[src/rtl/pwm_duty_sequencer.sv]
// Duty-ramp sequencer for the PWM CMPA register: accepts duty requests, ramps cmpa
// toward the target once per PWM period, and forces cmpa to zero on a latched fault.
module pwm_duty_sequencer #(
  parameter int                CMP_W   = 14,
  parameter int                STEP_W  = 8,
  parameter logic [CMP_W-1:0]  KPERIOD = 14'd10416
) (
  input  logic              clk,
  input  logic              rst,
  input  logic              period_tick,
  input  logic              req_valid,
  output logic              req_ready,
  input  logic [CMP_W-1:0]  req_duty,
  input  logic [STEP_W-1:0] req_step,
  input  logic              fault,
  input  logic              fault_clr,
  output logic [CMP_W-1:0]  cmpa,
  output logic              busy,
  output logic              at_target,
  output logic              fault_active,
  output logic              done_pulse
);

  typedef enum logic [1:0] {
    S_IDLE  = 2'd0,
    S_RAMP  = 2'd1,
    S_HOLD  = 2'd2,
    S_FAULT = 2'd3
  } state_t;

  state_t            r_state;
  logic [CMP_W-1:0]  r_cmpa;
  logic [CMP_W-1:0]  r_target;
  logic [STEP_W-1:0] r_step;
  logic              r_done;

  logic              w_accept;
  logic [CMP_W-1:0]  w_req_target;
  logic [STEP_W-1:0] w_req_step;
  logic [CMP_W:0]    w_diff;
  logic [CMP_W:0]    w_step_ext;

  assign req_ready    = ((r_state == S_IDLE) || (r_state == S_HOLD)) && !fault && !rst;
  assign w_accept     = req_valid && req_ready;
  assign w_req_target = (req_duty > KPERIOD) ? KPERIOD : req_duty;
  assign w_req_step   = (req_step == {STEP_W{1'b0}}) ? {{(STEP_W-1){1'b0}}, 1'b1} : req_step;

  // Distance is taken one bit wider so the subtraction can never wrap.
  assign w_diff     = (r_target > r_cmpa) ? ({1'b0, r_target} - {1'b0, r_cmpa})
                                          : ({1'b0, r_cmpa} - {1'b0, r_target});
  assign w_step_ext = (CMP_W+1)'(r_step);

  assign cmpa         = r_cmpa;
  assign done_pulse   = r_done;
  assign busy         = (r_state == S_RAMP);
  assign at_target    = (r_state == S_IDLE) || (r_state == S_HOLD);
  assign fault_active = (r_state == S_FAULT);

  // Sequencer state, duty register and completion pulse.
  always_ff @(posedge clk) begin
    if (rst) begin
      r_state  <= S_IDLE;
      r_cmpa   <= {CMP_W{1'b0}};
      r_target <= {CMP_W{1'b0}};
      r_step   <= {{(STEP_W-1){1'b0}}, 1'b1};
      r_done   <= 1'b0;
    end else if (fault) begin
      r_state <= S_FAULT;
      r_cmpa  <= {CMP_W{1'b0}};
      r_done  <= 1'b0;
    end else begin
      r_done <= 1'b0;
      case (r_state)
        S_IDLE, S_HOLD: begin
          if (w_accept) begin
            r_target <= w_req_target;
            r_step   <= w_req_step;
            if (w_req_target == r_cmpa) begin
              r_state <= S_HOLD;
              r_done  <= 1'b1;
            end else begin
              r_state <= S_RAMP;
            end
          end
        end
        S_RAMP: begin
          // Final step lands exactly on the target, so cmpa cannot overshoot.
          if (period_tick) begin
            if (w_diff <= w_step_ext) begin
              r_cmpa  <= r_target;
              r_state <= S_HOLD;
              r_done  <= 1'b1;
            end else if (r_target > r_cmpa) begin
              r_cmpa <= r_cmpa + CMP_W'(r_step);
            end else begin
              r_cmpa <= r_cmpa - CMP_W'(r_step);
            end
          end
        end
        S_FAULT: begin
          if (fault_clr) begin
            r_state  <= S_IDLE;
            r_cmpa   <= {CMP_W{1'b0}};
            r_target <= {CMP_W{1'b0}};
          end
        end
        default: begin
          r_state <= S_IDLE;
          r_cmpa  <= {CMP_W{1'b0}};
        end
      endcase
    end
  end

endmodule

[config.mk]
export PLATFORM = sky130hd
export DESIGN_NAME = pwm_duty_sequencer
export DESIGN_NICKNAME = d
export VERILOG_FILES = /design/src/rtl/pwm_duty_sequencer.sv
export SDC_FILE = /design/constraint.sdc
export NUM_CORES = 1
export LEC_CHECK = 0
export BUFFER_PORTS_ARGS = -buffer_cell sky130_fd_sc_hd__buf_2
export CORE_MARGIN = 2
export CORE_UTILIZATION = 55
export CTS_BUF_LIST = sky130_fd_sc_hd__clkbuf_2
export DETAILED_ROUTE_END_ITERATION = 10
export GPL_TIMING_DRIVEN = 0
export PLACE_DENSITY = 0.79
export RECOVER_POWER = 25
export SETUP_SLACK_MARGIN = 0.05
export SLEW_MARGIN = 0
export SYNTH_ARGS = -nofsm -noshare
export SYNTH_HDL_FRONTEND = slang
export SYNTH_SLANG_ARGS = --single-unit
[constraint.sdc]
create_clock -name clk -period 4.56 [get_ports clk]
set_input_delay 0.456 -clock clk [delete_from_list [all_inputs] [get_ports clk]]
set_output_delay 0.456 -clock clk [all_outputs]
set_load 0.05 [all_outputs]
* Word level (Yosys, flattened, before mapping) *
Index checks and enable logic that the tools add are counted.

storage, ports and cells
  bits in latches = 0
  memory bits (writable) = 0
  memories kept = 0
  memory bits (read-only) = 0
  input port bits = 28
  flip-flop bits (word level) = 39

operators by class
  equality and inequality tests = 11
  order comparisons = 3
  multipliers = 0
  mux-type cells = 22
  bitwise gates (word level) = 1
  $add $sub $neg = 4
  shifts and indexed selects = 0
  div/mod/pow operators = 0
  reduce and logical (&&, ||, !) cells = 16

operators with widths
  kind                  count
  $mux 14               6
  $pmux 14 s2           2
  $sub 14x14->15        2
  $le 15x8->1           1
  $mux 15               1
  $add 14x8->14         1
  $eq 14x14->1          1
  $gt 14x14->1          1
  $gt 14x14->1 const B  1
  $sub 14x8->14         1
  $mux 2                6
  $ne 3x3->1 const B    3
  $logic_not 8->1       1
  $mux 8                1
  $reduce_and 4->1      2
  $ne 2x2->1 const B    3
  $pmux 2 s3            1
  $reduce_and 3->1      2
  $eq 2x2->1 const B    2
  $mux 1                4
  $reduce_bool 2->1     2
  $reduce_or 2->1       2
  $logic_and 1x1->1     3
  $ne 3x2->1 const B    1
  other kinds (6)       7

* Depth between registers and ports, before layout *
Gate-level depths: netlist of run 1.

  word-level depth = 8
  gate-level depth with buffers = 24
  gate-level depth less buffers = 20

* Least setup slack after synthesis of run 1 *
No wires, ideal clock.

  kind = register -> register
  from = register r_cmpa[1] (netlist: cmpa[1])
  to = register r_cmpa[12] (netlist: cmpa[12])
  slack = -454 ps
  data arrival time = 4887 ps
  stages on the path, launching flop included = 22
  setup time = 128 ps
  required time = 4432 ps
  period minus slack after synthesis = 5014 ps
  cells stage by stage = dfxtp_1 -> inv_1 -> ha_1 -> nor2b_1 -> o31ai_1 -> a211oi_2 -> o41a_1 -> clkbuf_1 -> clkbuf_1 -> nor2_1 -> a21oi_1 -> fa_1 -> a21o_1 -> a21oi_1 -> o21bai_1 -> a31o_2 -> a211oi_1 -> o21bai_1 -> a31oi_1 -> xnor2_1 -> mux2i_1 -> o21ai_1

between the ends
  cells in the longest elaborated chain, start to end = 6
  elaborated cells between the ends (all ways) = 11
  classes of those cells = add/sub: 4; order compare: 2; mux: 5

RTL lines
  element                                 RTL line  source
  start, declared                         32        logic [CMP_W-1:0] r_cmpa;
  start signal, assigned                  63        r_cmpa <= {CMP_W{1'b0}};
  start signal, assigned                  69        r_cmpa <= {CMP_W{1'b0}};
  start signal, assigned                  90        r_cmpa <= r_target;
  $sub 14x14->15 (tied with other cells)  50        : ({1'b0, r_cmpa} - {1'b0, r_target});
  $mux 15                                 49        assign w_diff = (r_target > r_cmpa) ? ({1'b0, r_target} - {1'b0, r_cmpa})
  $le 15x8->1                             89        if (w_diff <= w_step_ext) begin
  $mux 14 *                               89
  $mux 14 *                               88        if (period_tick) begin
  $pmux 14 s2 *                           73        case (r_state)

Mark *: on every way between the ends. The rest lies on a longest branch, timed or not. The select of a mux whose other input is x is not followed.
A chain may end at the register's enable or synchronous reset.

* Final worst setup path of run 1 *
  from = register r_target[3]
  to = register r_cmpa[4] (netlist: cmpa[4])

between the ends
  cells in the longest elaborated chain, start to end = 6
  elaborated cells between the ends (all ways) = 9
  classes of those cells = add/sub: 2; order compare: 2; mux: 5

RTL lines
  element                                 RTL line  source
  start, declared                         33        logic [CMP_W-1:0] r_target;
  start signal, assigned                  64        r_target <= {CMP_W{1'b0}};
  start signal, assigned                  76        r_target <= w_req_target;
  start signal, assigned                  104       r_target <= {CMP_W{1'b0}};
  $sub 14x14->15 (tied with other cells)  50
  $mux 15                                 49
  $le 15x8->1                             89
  $mux 14 *                               89
  $mux 14 *                               88
  $pmux 14 s2 *                           73
  end signal, assigned                    90
  end signal, assigned                    94        r_cmpa <= r_cmpa + CMP_W'(r_step);
  end signal, assigned                    96        r_cmpa <= r_cmpa - CMP_W'(r_step);

Marked as above.

==> flow_summary.json, run 1 <==
{
  "setup_tns_ns": -1.86,
  "worstPathArrival_ns": 5.04,
  "hold_violations": 0,
  "crit_slowest_cell": "dfxtp_1",
  "timing.rr.end": "cmpa[4]",
  "wl_um": 14700,
  "grt_first_pass_wirelength_um": 23500,
  "dp.cells": 697,
  "max-cap-violations": 0,
  "htreeDepth": 2,
  "slowest_delay_ns": 0.54,
  "relSlewSlack_pct": 52.5,
  "place_hpwl_um": 9950,
  "max_freq_mhz": 212,
  "power_density_nw_per_um2": 641,
  "antenna_cells": 0,
  "register_area_um2": 841,
  "multiInputGateArea_um2": 3430,
  "yosysUniqueCellTypes": 62,
  "ys_seq_area_share_pct": 18.7,
  "clockPowerShare_pct": 6.0,
  "dr.pass1.iters": 5,
  "initial_core_util_pct": 57.3,
  "rsz0062_at_grt": "true",
  "reg2reg_depth": 22,
  "vias_per_cell": 6.43,
  "port_buffers": 46,
  "crit_path_end_kind": "flip-flop",
  "grt_usage_pct": 35.1,
  "post_drt_wl_per_cell_um": 19.7,
  "yosysWarningCount": 0,
  "ctsHoldBuffers": 0,
  "fp.dieH_um": 91.1,
  "p_comb_share_pct": 82.2,
  "path_max_fanout": 4,
  "drt-initial-drc-count": 453,
  "crit_buf_inv": 5,
  "cp_common_cell": "buf_6",
  "clk_path_buf_depth": 2,
  "grt_pass1_vias": 4629,
  "n_fill_cell": 569,
  "async_flop_share_pct": 0,
  "cts_sinks": 39,
  "hold_class": "in2reg",
  "ant_nets": 0,
  "r2r-start": "r_target[3]",
  "clkLatencyLatePin_ns": 0.40,
  "die_area_um2": 8300,
  "min_period_ns": 4.72,
  "fin_crit_sh_pct": 104,
  "die_w_um": 91.1,
  "final_cell_mix": "nand2_1 (55), inv_1 (48), a21oi_1 (44)",
  "ir_drop_mv": 0.396,
  "synth_cells": 552,
  "num_io_pins": 47,
  "nets": 723,
  "cts.clk_slew.worst_paths_ns": 0.21,
  "criticalPathCategory": "reg2reg",
  "hold_depth": 3,
  "pwr-share-seq_pct": 11.8,
  "layout-drive-gt1-share_pct": 27.1,
  "place_congestion": 0.966,
  "final_cells": 742,
  "violations": "setup timing",
  "hold_end": "r_step[2]",
  "root_buffer": "clkbuf_2",
  "final_common_cell": "nand2_1",
  "path_cells": "ha_4 -> buf_6 -> o211a_1 -> o31ai_4 -> a211oi_4 -> o41a_1 -> buf_6 -> mux2_4 -> a21oi_2 -> o21ai_1 -> xor2_1 -> ha_2 -> o21a_1 -> o2111ai_1 -> a21oi_2 -> nor4_2 -> and3_1 -> buf_6 -> buf_4 -> buf_6 -> mux2i_2 -> o21ai_1",
  "required_ns": 4.88,
  "worstMarginPinSlew_ns": 0.710,
  "area_growth_pct": 28.3,
  "cts_tree": "done",
  "rows": 31,
  "synth-edff-count": 0,
  "finalMaxSlewViolations": 0,
  "synth_flop_cell": "dfxtp_1",
  "start_kind": "flip-flop",
  "clock-skew-final_ns": 0.0248,
  "avgSynthCellArea_um2": 7.56,
  "antenna_found_initial": 0,
  "numCtsBuffers": 5,
  "setup.worst_path.start": "r_target[3]",
  "min_from": "req_step[2]",
  "grt.overflow.total": 0,
  "power.share.switching_pct": 48.3,
  "setup_ws_ns": -0.160,
  "reg2reg_slack_ns": -0.16,
  "synth_nets": 633,
  "crit_family": "compound AO/OA/AOI/OAI gates",
  "p_int_mw": 1.77,
  "p_leak_nw": 2.20,
  "drc": 0,
  "vias": 4772,
  "ys_ff_latch": 39,
  "core-area_um2": 7290,
  "grt_max_degree": 13,
  "synth.cell_area_um2": 4180,
  "setup_viol": 17,
  "outcome": "complete, but fails checks",
  "switching_power_mw": 1.66
}
## worst min-delay path, cell delays in order
cell	delay, ns
buf_2	0.11
nand2_1	0.05
a21oi_1	0.05
## worst max path at each step
| stage | endpoint | slack (ns) | cells past startpoint |
|---|---|---|---|
| 2_1_floorplan | cmpa[12] | 0.06 | 21 |
| 3_3_place_gp | cmpa[11] | -0.53 | 24 |
| 3_5_place_dp | cmpa[11] | -0.65 | 24 |
| 4_1_cts | cmpa[9] | -0.02 | 23 |
| 5_1_grt | cmpa[4] | -0.34 | 24 |
| 6_report | cmpa[4] | -0.16 | 22 |
## routing by layer
layer	GRT usage, %	part of all wire [%]	up-vias
li1	-	-	2182
met1	43.5	39	2245
met2	59.6	47	276
met3	4.81	8.2	69
met4	16.9	5.5	0
met5	0	0	-
## power by group through the flow
stage | Combinational, mW | Clock (mW) | Sequential, mW
6_report | 2.82 | 0.207 | 0.406
5_1_grt | 3.03 | 0.221 | 0.408
4_1_cts | 2.57 | 0.209 | 0.402
3_5_place_dp | 2.06 | 0 | 0.429
3_3_place_gp | 2.00 | 0 | 0.427
2_1_floorplan | 1.59 | 0 | 0.466
## kinds of logic (layout without fill, tap and decap cells)
logic type               count (synthesis)  in the layout  share of synthesized area (%)
flip-flops                              39             39                           18.7
AND/OR/NAND/NOR                        153            153                           17.1
AO/OA/AOI/OAI                          176            176                           27.4
buffers and inverters                   74            165                           7.70
XOR/XNOR                                35             35                           7.34
adder cells (fa/ha/maj)                 53             53                           16.4
multiplexers                            22             22                           5.36
## state kept, by name, indices dropped and copies added (netlist names)
register    count
done_pulse      1
r_state         2
cmpa           14
r_step          8
r_target       14
## area by class of cell
| cell class | instances | area share [%] |
|---|---|---|
| clock buffers | 5 | 0.467 |
| multi-input cells | 439 | 64.0 |
| flip-flops and latches | 39 | 15.7 |
| repair buffers | 85 | 10.5 |
| plain buffers | 19 | 2.52 |
| well taps | 99 | 2.31 |
| inverters | 53 | 3.79 |
| clock inverters | 3 | 0.724 |
## per-stage QoR
| stage | worst slack [ns] | power (mW) | hold WS (ns) | utilization, % | instance area, um2 |
|---|---|---|---|---|---|
| 5_1_grt | -0.338 | 3.66 | 0.279 | 73.4 | 5360 |
| 4_1_cts | -0.0232 | 3.18 | 0.250 | 72.0 | 5250 |
| 2_1_floorplan | 0.0582 | 2.06 | 0.436 | - | 4210 |
| 3_5_place_dp | -0.651 | 2.49 | 0.450 | 62.5 | 4560 |
| 3_3_place_gp | -0.534 | 2.43 | 0.445 | 62.5 | 4560 |
| 6_report | -0.160 | 3.43 | 0.270 | 73.4 | 5360 |
## timing repair
action	in CTS	in global routing
buffers inserted	35	4
pin swaps	30	13
setup endpoints to repair	17	17
gates cloned	1	0
resized for setup	71	33
## synth_stat cells (all sizes together) (5+ instances only)
master | n | area [um2]
clkbuf | 11 | 41.3
mux2i | 19 | 190
o21a | 6 | 45.0
nor2 | 36 | 135
a21o | 5 | 37.5
nand2 | 57 | 216
xor2 | 12 | 105
nand2b | 6 | 37.5
nor3 | 9 | 45.0
and3 | 5 | 31.3
a31oi | 5 | 31.3
a21oi | 50 | 250
inv | 53 | 199
ha | 50 | 626
nand3 | 8 | 40.0
xnor2 | 23 | 201
nor4 | 10 | 62.6
nand4 | 9 | 56.3
a211oi | 8 | 65.1
buf | 10 | 81.3
a22oi | 11 | 82.6
o21ai | 46 | 230
o31ai | 10 | 75.1
dfxtp | 39 | 781
No activity file was read; power rests on OpenSTA's default activity.
==> inputs of run 2 (changes only) <==
- CORE_UTILIZATION: 55 -> 43
- CTS_BUF_LIST: sky130_fd_sc_hd__clkbuf_2 -> sky130_fd_sc_hd__clkbuf_2 sky130_fd_sc_hd__clkbuf_4 sky130_fd_sc_hd__clkbuf_8
- PLACE_DENSITY: 0.79 -> default
- clock period: 4.56 -> 4.3 ns (I/O delays scaled with it)
==> flow_summary.json, run 2 (synthesized netlist as in run 1, its figures left out) <==
{
  "start_kind": "flip-flop",
  "criticalPathCategory": "reg2reg",
  "rsz0062_at_grt": "true",
  "total_power_mw": 3.58,
  "cts_tree": "done",
  "pwr-share-seq_pct": 12.2,
  "clock-skew-final_ns": 0.0122,
  "vias": 4469,
  "worstPathArrival_ns": 4.88,
  "hold_depth": 3,
  "drt-initial-drc-count": 375,
  "hold_class": "in2reg",
  "core-area_um2": 9330,
  "fin_crit_sh_pct": 110,
  "final_util_pct": 58.5,
  "grt_pass1_vias": 4253,
  "nets": 724,
  "crit_path_end_kind": "flip-flop",
  "grt_usage_pct": 27.1,
  "min_period_ns": 4.71,
  "clockPowerShare_pct": 8.8,
  "slowest_delay_ns": 0.40,
  "place_hpwl_um": 10400,
  "grt_first_pass_wirelength_um": 21900,
  "clkLatencyLatePin_ns": 0.30,
  "n_fill_cell": 891,
  "cts.clk_slew.worst_paths_ns": 0.09,
  "switching_power_mw": 1.66,
  "port_buffers": 46,
  "crit_buf_inv": 6,
  "setup_viol": 17,
  "clk_path_buf_depth": 2,
  "worstMarginPinSlew_ns": 0.781,
  "multiInputGateArea_um2": 3390,
  "ir_drop_mv": 0.370,
  "reg2reg_depth": 25,
  "area_growth_pct": 30.8,
  "initial_core_util_pct": 44.8,
  "vias_per_cell": 5.78,
  "rows": 35,
  "fp.dieH_um": 103,
  "relSlewSlack_pct": 47.2,
  "die_area_um2": 10500,
  "htreeDepth": 2,
  "grt.overflow.total": 0,
  "grt_max_degree": 14,
  "required_ns": 4.47,
  "post_drt_wl_per_cell_um": 18.2,
  "place_congestion": 0.912,
  "power_density_nw_per_um2": 655,
  "ant_nets": 0,
  "antenna_found_initial": 0,
  "setup_ws_ns": -0.409,
  "root_buffer": "clkbuf_8",
  "antenna_cells": 0,
  "violations": "setup timing",
  "p_comb_share_pct": 79.0,
  "outcome": "complete, but fails checks",
  "drc": 0,
  "max_freq_mhz": 212,
  "dr.pass1.iters": 6,
  "final_common_cell": "nand2_1",
  "holdWs_ns": 0.369,
  "numCtsBuffers": 5,
  "die_w_um": 103,
  "hold_violations": 0,
  "crit_family": "simple AND/OR/NAND/NOR gates",
  "register_area_um2": 840,
  "p_int_mw": 1.92,
  "cp.depth": 25,
  "final_cell_mix": "nand2_1 (56), inv_1 (47), a21oi_1 (44)",
  "max-cap-violations": 0,
  "p_leak_nw": 2.24,
  "layout-drive-gt1-share_pct": 26.9,
  "finalMaxSlewViolations": 0,
  "num_io_pins": 47,
  "path_max_fanout": 6,
  "power.share.switching_pct": 46.4,
  "crit_slowest_cell": "dfxtp_4",
  "wl_um": 14100,
  "cts_sinks": 39
}
[run 2: changes by cell type in the layout (fill, tap and decap cells not counted), moves of 3 or more]
cell / change
clkbuf_1: -6
clkbuf_2: -6
clkbuf_8: +6
mux2i_1: +6
buf_2: +5
mux2i_2: -4
ha_4: +3
[run 2: cell type report]
cell class,count,area share [%]
Sequential cell,39,15.4
Multi-Input combinational cell,439,62.1
Inverter,53,3.85
Clock inverter,3,0.802
Buffer,19,2.75
Clock buffer,5,1.26
Timing Repair Buffer,86,10.9
Tap cell,129,2.96
[run 2: worst paths after layout]
| check | endpoint | slack (ns) | startpoint |
|---|---|---|---|
| worst max-delay path | cmpa[11] | -0.41 | cmpa[11] |
| worst min-delay path | r_step[2] | 0.37 | req_step[2] |
| worst max register to register | cmpa[11] | -0.41 | cmpa[11] |
| worst min register to register | r_step[4] | 0.47 | r_step[4] |
[run 2: routing by layer]
metal | vias up | GRT usage [%] | part of all wire [%]
li1 | 2166 | - | -
met1 | 2125 | 35.5 | 43
met2 | 157 | 45.5 | 48
met3 | 21 | 3.46 | 6.2
met4 | 0 | 10.5 | 2.5
met5 | - | 0 | 0
[run 2: per-stage QoR]
step / cell area, um2 / std cells / TNS (ns) / setup slack (ns)
detailed placement: 4650 / 727 / -9.05 / -0.587
global route: 5460 / 773 / -9.36 / -0.627
global placement: 4650 / 727 / -8.16 / -0.545
finish: 5460 / 773 / -5.73 / -0.409
floorplan: 4260 / 552 / 0 / 0.0224
CTS: 5190 / 759 / -5.69 / -0.370
[run 2: repair_timing]
item,in CTS,in global routing
setup buffers,23,17
cloned,1,0
resized for setup,44,31
pin swaps,27,23
endpoints found under the setup margin,17,17
hold buffers,0,0
[run 2: power groups by stage]
stage | Combinational, mW | Sequential, mW | Clock (mW)
after floorplan | 1.73 | 0.495 | 0
after global placement | 2.19 | 0.457 | 0
after detailed placement | 2.24 | 0.458 | 0
after CTS | 2.65 | 0.434 | 0.320
after global routing | 3.07 | 0.440 | 0.330
final | 2.83 | 0.437 | 0.313
[run 2: worst register-to-register path, delay by kind of cell (launching register included)]
family,cells,cell delay [ns]
AOI/OAI and AO/OA,7,0.95
xor gates and xnor gates,1,0.10
adders and majority gates,2,0.57
buffers and inverters,6,0.77
DFF,1,0.40
muxes,2,0.36
and+or+nand+nor,7,1.46
==> inputs of run 3 (changes only) <==
- GPL_TIMING_DRIVEN: 0 -> 1
- SKIP_CTS_REPAIR_TIMING: default -> 1
==> flow_summary.json, run 3 (synthesized netlist as in run 1, its figures left out) <==
{
  "worstPathArrival_ns": 4.67,
  "worstMarginPinSlew_ns": 0.847,
  "die_w_um": 103,
  "dp_slack_ns": -0.111,
  "holdWs_ns": 0.385,
  "final_util_pct": 58.3,
  "clkLatencyLatePin_ns": 0.30,
  "setup_viol": 17,
  "antenna_cells": 0,
  "port_buffers": 46,
  "final_common_cell": "buf_4",
  "rsz0062_at_grt": "true",
  "antenna_found_initial": 0,
  "max_freq_mhz": 224,
  "max-cap-violations": 0,
  "grt.overflow.total": 0,
  "num_io_pins": 47,
  "rows": 35,
  "crit_slowest_cell": "o41a_1",
  "die_area_um2": 10500,
  "hold_violations": 0,
  "clk_path_buf_depth": 2,
  "place_hpwl_um": 11200,
  "path_cells": "inv_4 -> ha_4 -> nor2b_4 -> o31ai_4 -> a211oi_2 -> o41a_1 -> mux2i_1 -> o21ai_1 -> a21oi_2 -> o21ai_1 -> a221oi_2 -> xnor2_1 -> ha_1 -> o2111ai_2 -> a21oi_2 -> nor4_1 -> and3_2 -> buf_12 -> buf_6 -> o221a_4 -> o31ai_1",
  "grt_first_pass_wirelength_um": 22100,
  "hold_class": "in2reg",
  "path_max_fanout": 8,
  "required_ns": 4.51,
  "fp.dieH_um": 103,
  "ir_drop_mv": 0.397,
  "outcome": "complete, but fails checks",
  "setup_ws_ns": -0.156,
  "cts_sinks": 39,
  "p_leak_nw": 2.31,
  "cts.clk_slew.worst_paths_ns": 0.09,
  "grt_usage_pct": 27.3,
  "clock-skew-final_ns": 0.0120,
  "core-area_um2": 9330,
  "nets": 748,
  "vias_per_cell": 5.71,
  "final_cells": 797,
  "wl_um": 14100,
  "vias": 4551,
  "reg2reg_slack_ns": -0.16,
  "crit_path_end_kind": "flip-flop",
  "finalMaxSlewViolations": 0,
  "power_density_nw_per_um2": 632,
  "grt_pass1_vias": 4286,
  "crit_buf_inv": 3,
  "initial_core_util_pct": 44.8,
  "drt-initial-drc-count": 351,
  "slowest_delay_ns": 0.57,
  "place_congestion": 1.04,
  "hold_depth": 3,
  "criticalPathCategory": "reg2reg",
  "final_cell_mix": "buf_4 (74), nand2_1 (56), inv_1 (50)",
  "root_buffer": "clkbuf_8",
  "dp.cells": 778,
  "violations": "setup timing",
  "cp.depth": 21,
  "total_power_mw": 3.44,
  "crit_family": "compound AO/OA/AOI/OAI gates",
  "relSlewSlack_pct": 43.3,
  "dr.pass1.iters": 5,
  "n_fill_cell": 906,
  "reg2reg_depth": 21,
  "start_kind": "flip-flop",
  "area_growth_pct": 30.2,
  "post_drt_wl_per_cell_um": 17.7,
  "htreeDepth": 2,
  "min_period_ns": 4.46,
  "fin_crit_sh_pct": 104,
  "cts_tree": "done",
  "drc": 0,
  "numCtsBuffers": 5,
  "ant_nets": 0,
  "layout-drive-gt1-share_pct": 26.6,
  "grt_max_degree": 30
}
==> run 3: power by group <==
group	internal (mW)	leakage (nW)	switching [mW]
Sequential	0.392	0.327	0.0217
Combinational	1.28	1.94	1.48
Clock	0.127	0.0491	0.135
Total	1.80	2.31	1.63
==> run 3: layout make-up <==
cell class                 count  area [um2]  area share [%]
sequential                    39         827            15.2
clock inverter                 1        5.00          0.0921
timing repair buffer         129         897            16.5
inverter                      53         204            3.75
tap                          129         161            2.97
clock buffer                   7        83.8            1.54
multi-input combinational    439        3260            59.9
==> run 3: per-stage QoR <==
step / TNS [ns] / area [um2]
global placement: 0 / 5070
detailed placement: -0.273 / 5070
global route: -6.21 / 5440
floorplan: 0 / 4260
finish: -1.24 / 5440
CTS: -1.30 / 5160
==> run 3: routing by layer <==
metal / GRT usage, % / share of wire, % / vias up
met5: 0 / 0 / -
met4: 9.74 / 3.2 / 0
met3: 2.51 / 5.5 / 34
met2: 43.8 / 45 / 162
met1: 38.2 / 46 / 2136
li1: - / - / 2219
==> run 3: tightest hold or removal path: stages <==
cell and delay [ns]:
buf_2 0.11, nand2_1 0.05, a21oi_1 0.05
==> run 3: worst paths after layout <==
kind	startpoint	to
max	cmpa[1]	r_state[0]
min	req_step[7]	r_step[7]
max reg2reg	cmpa[1]	r_state[0]
min reg2reg	r_step[4]	r_step[4]
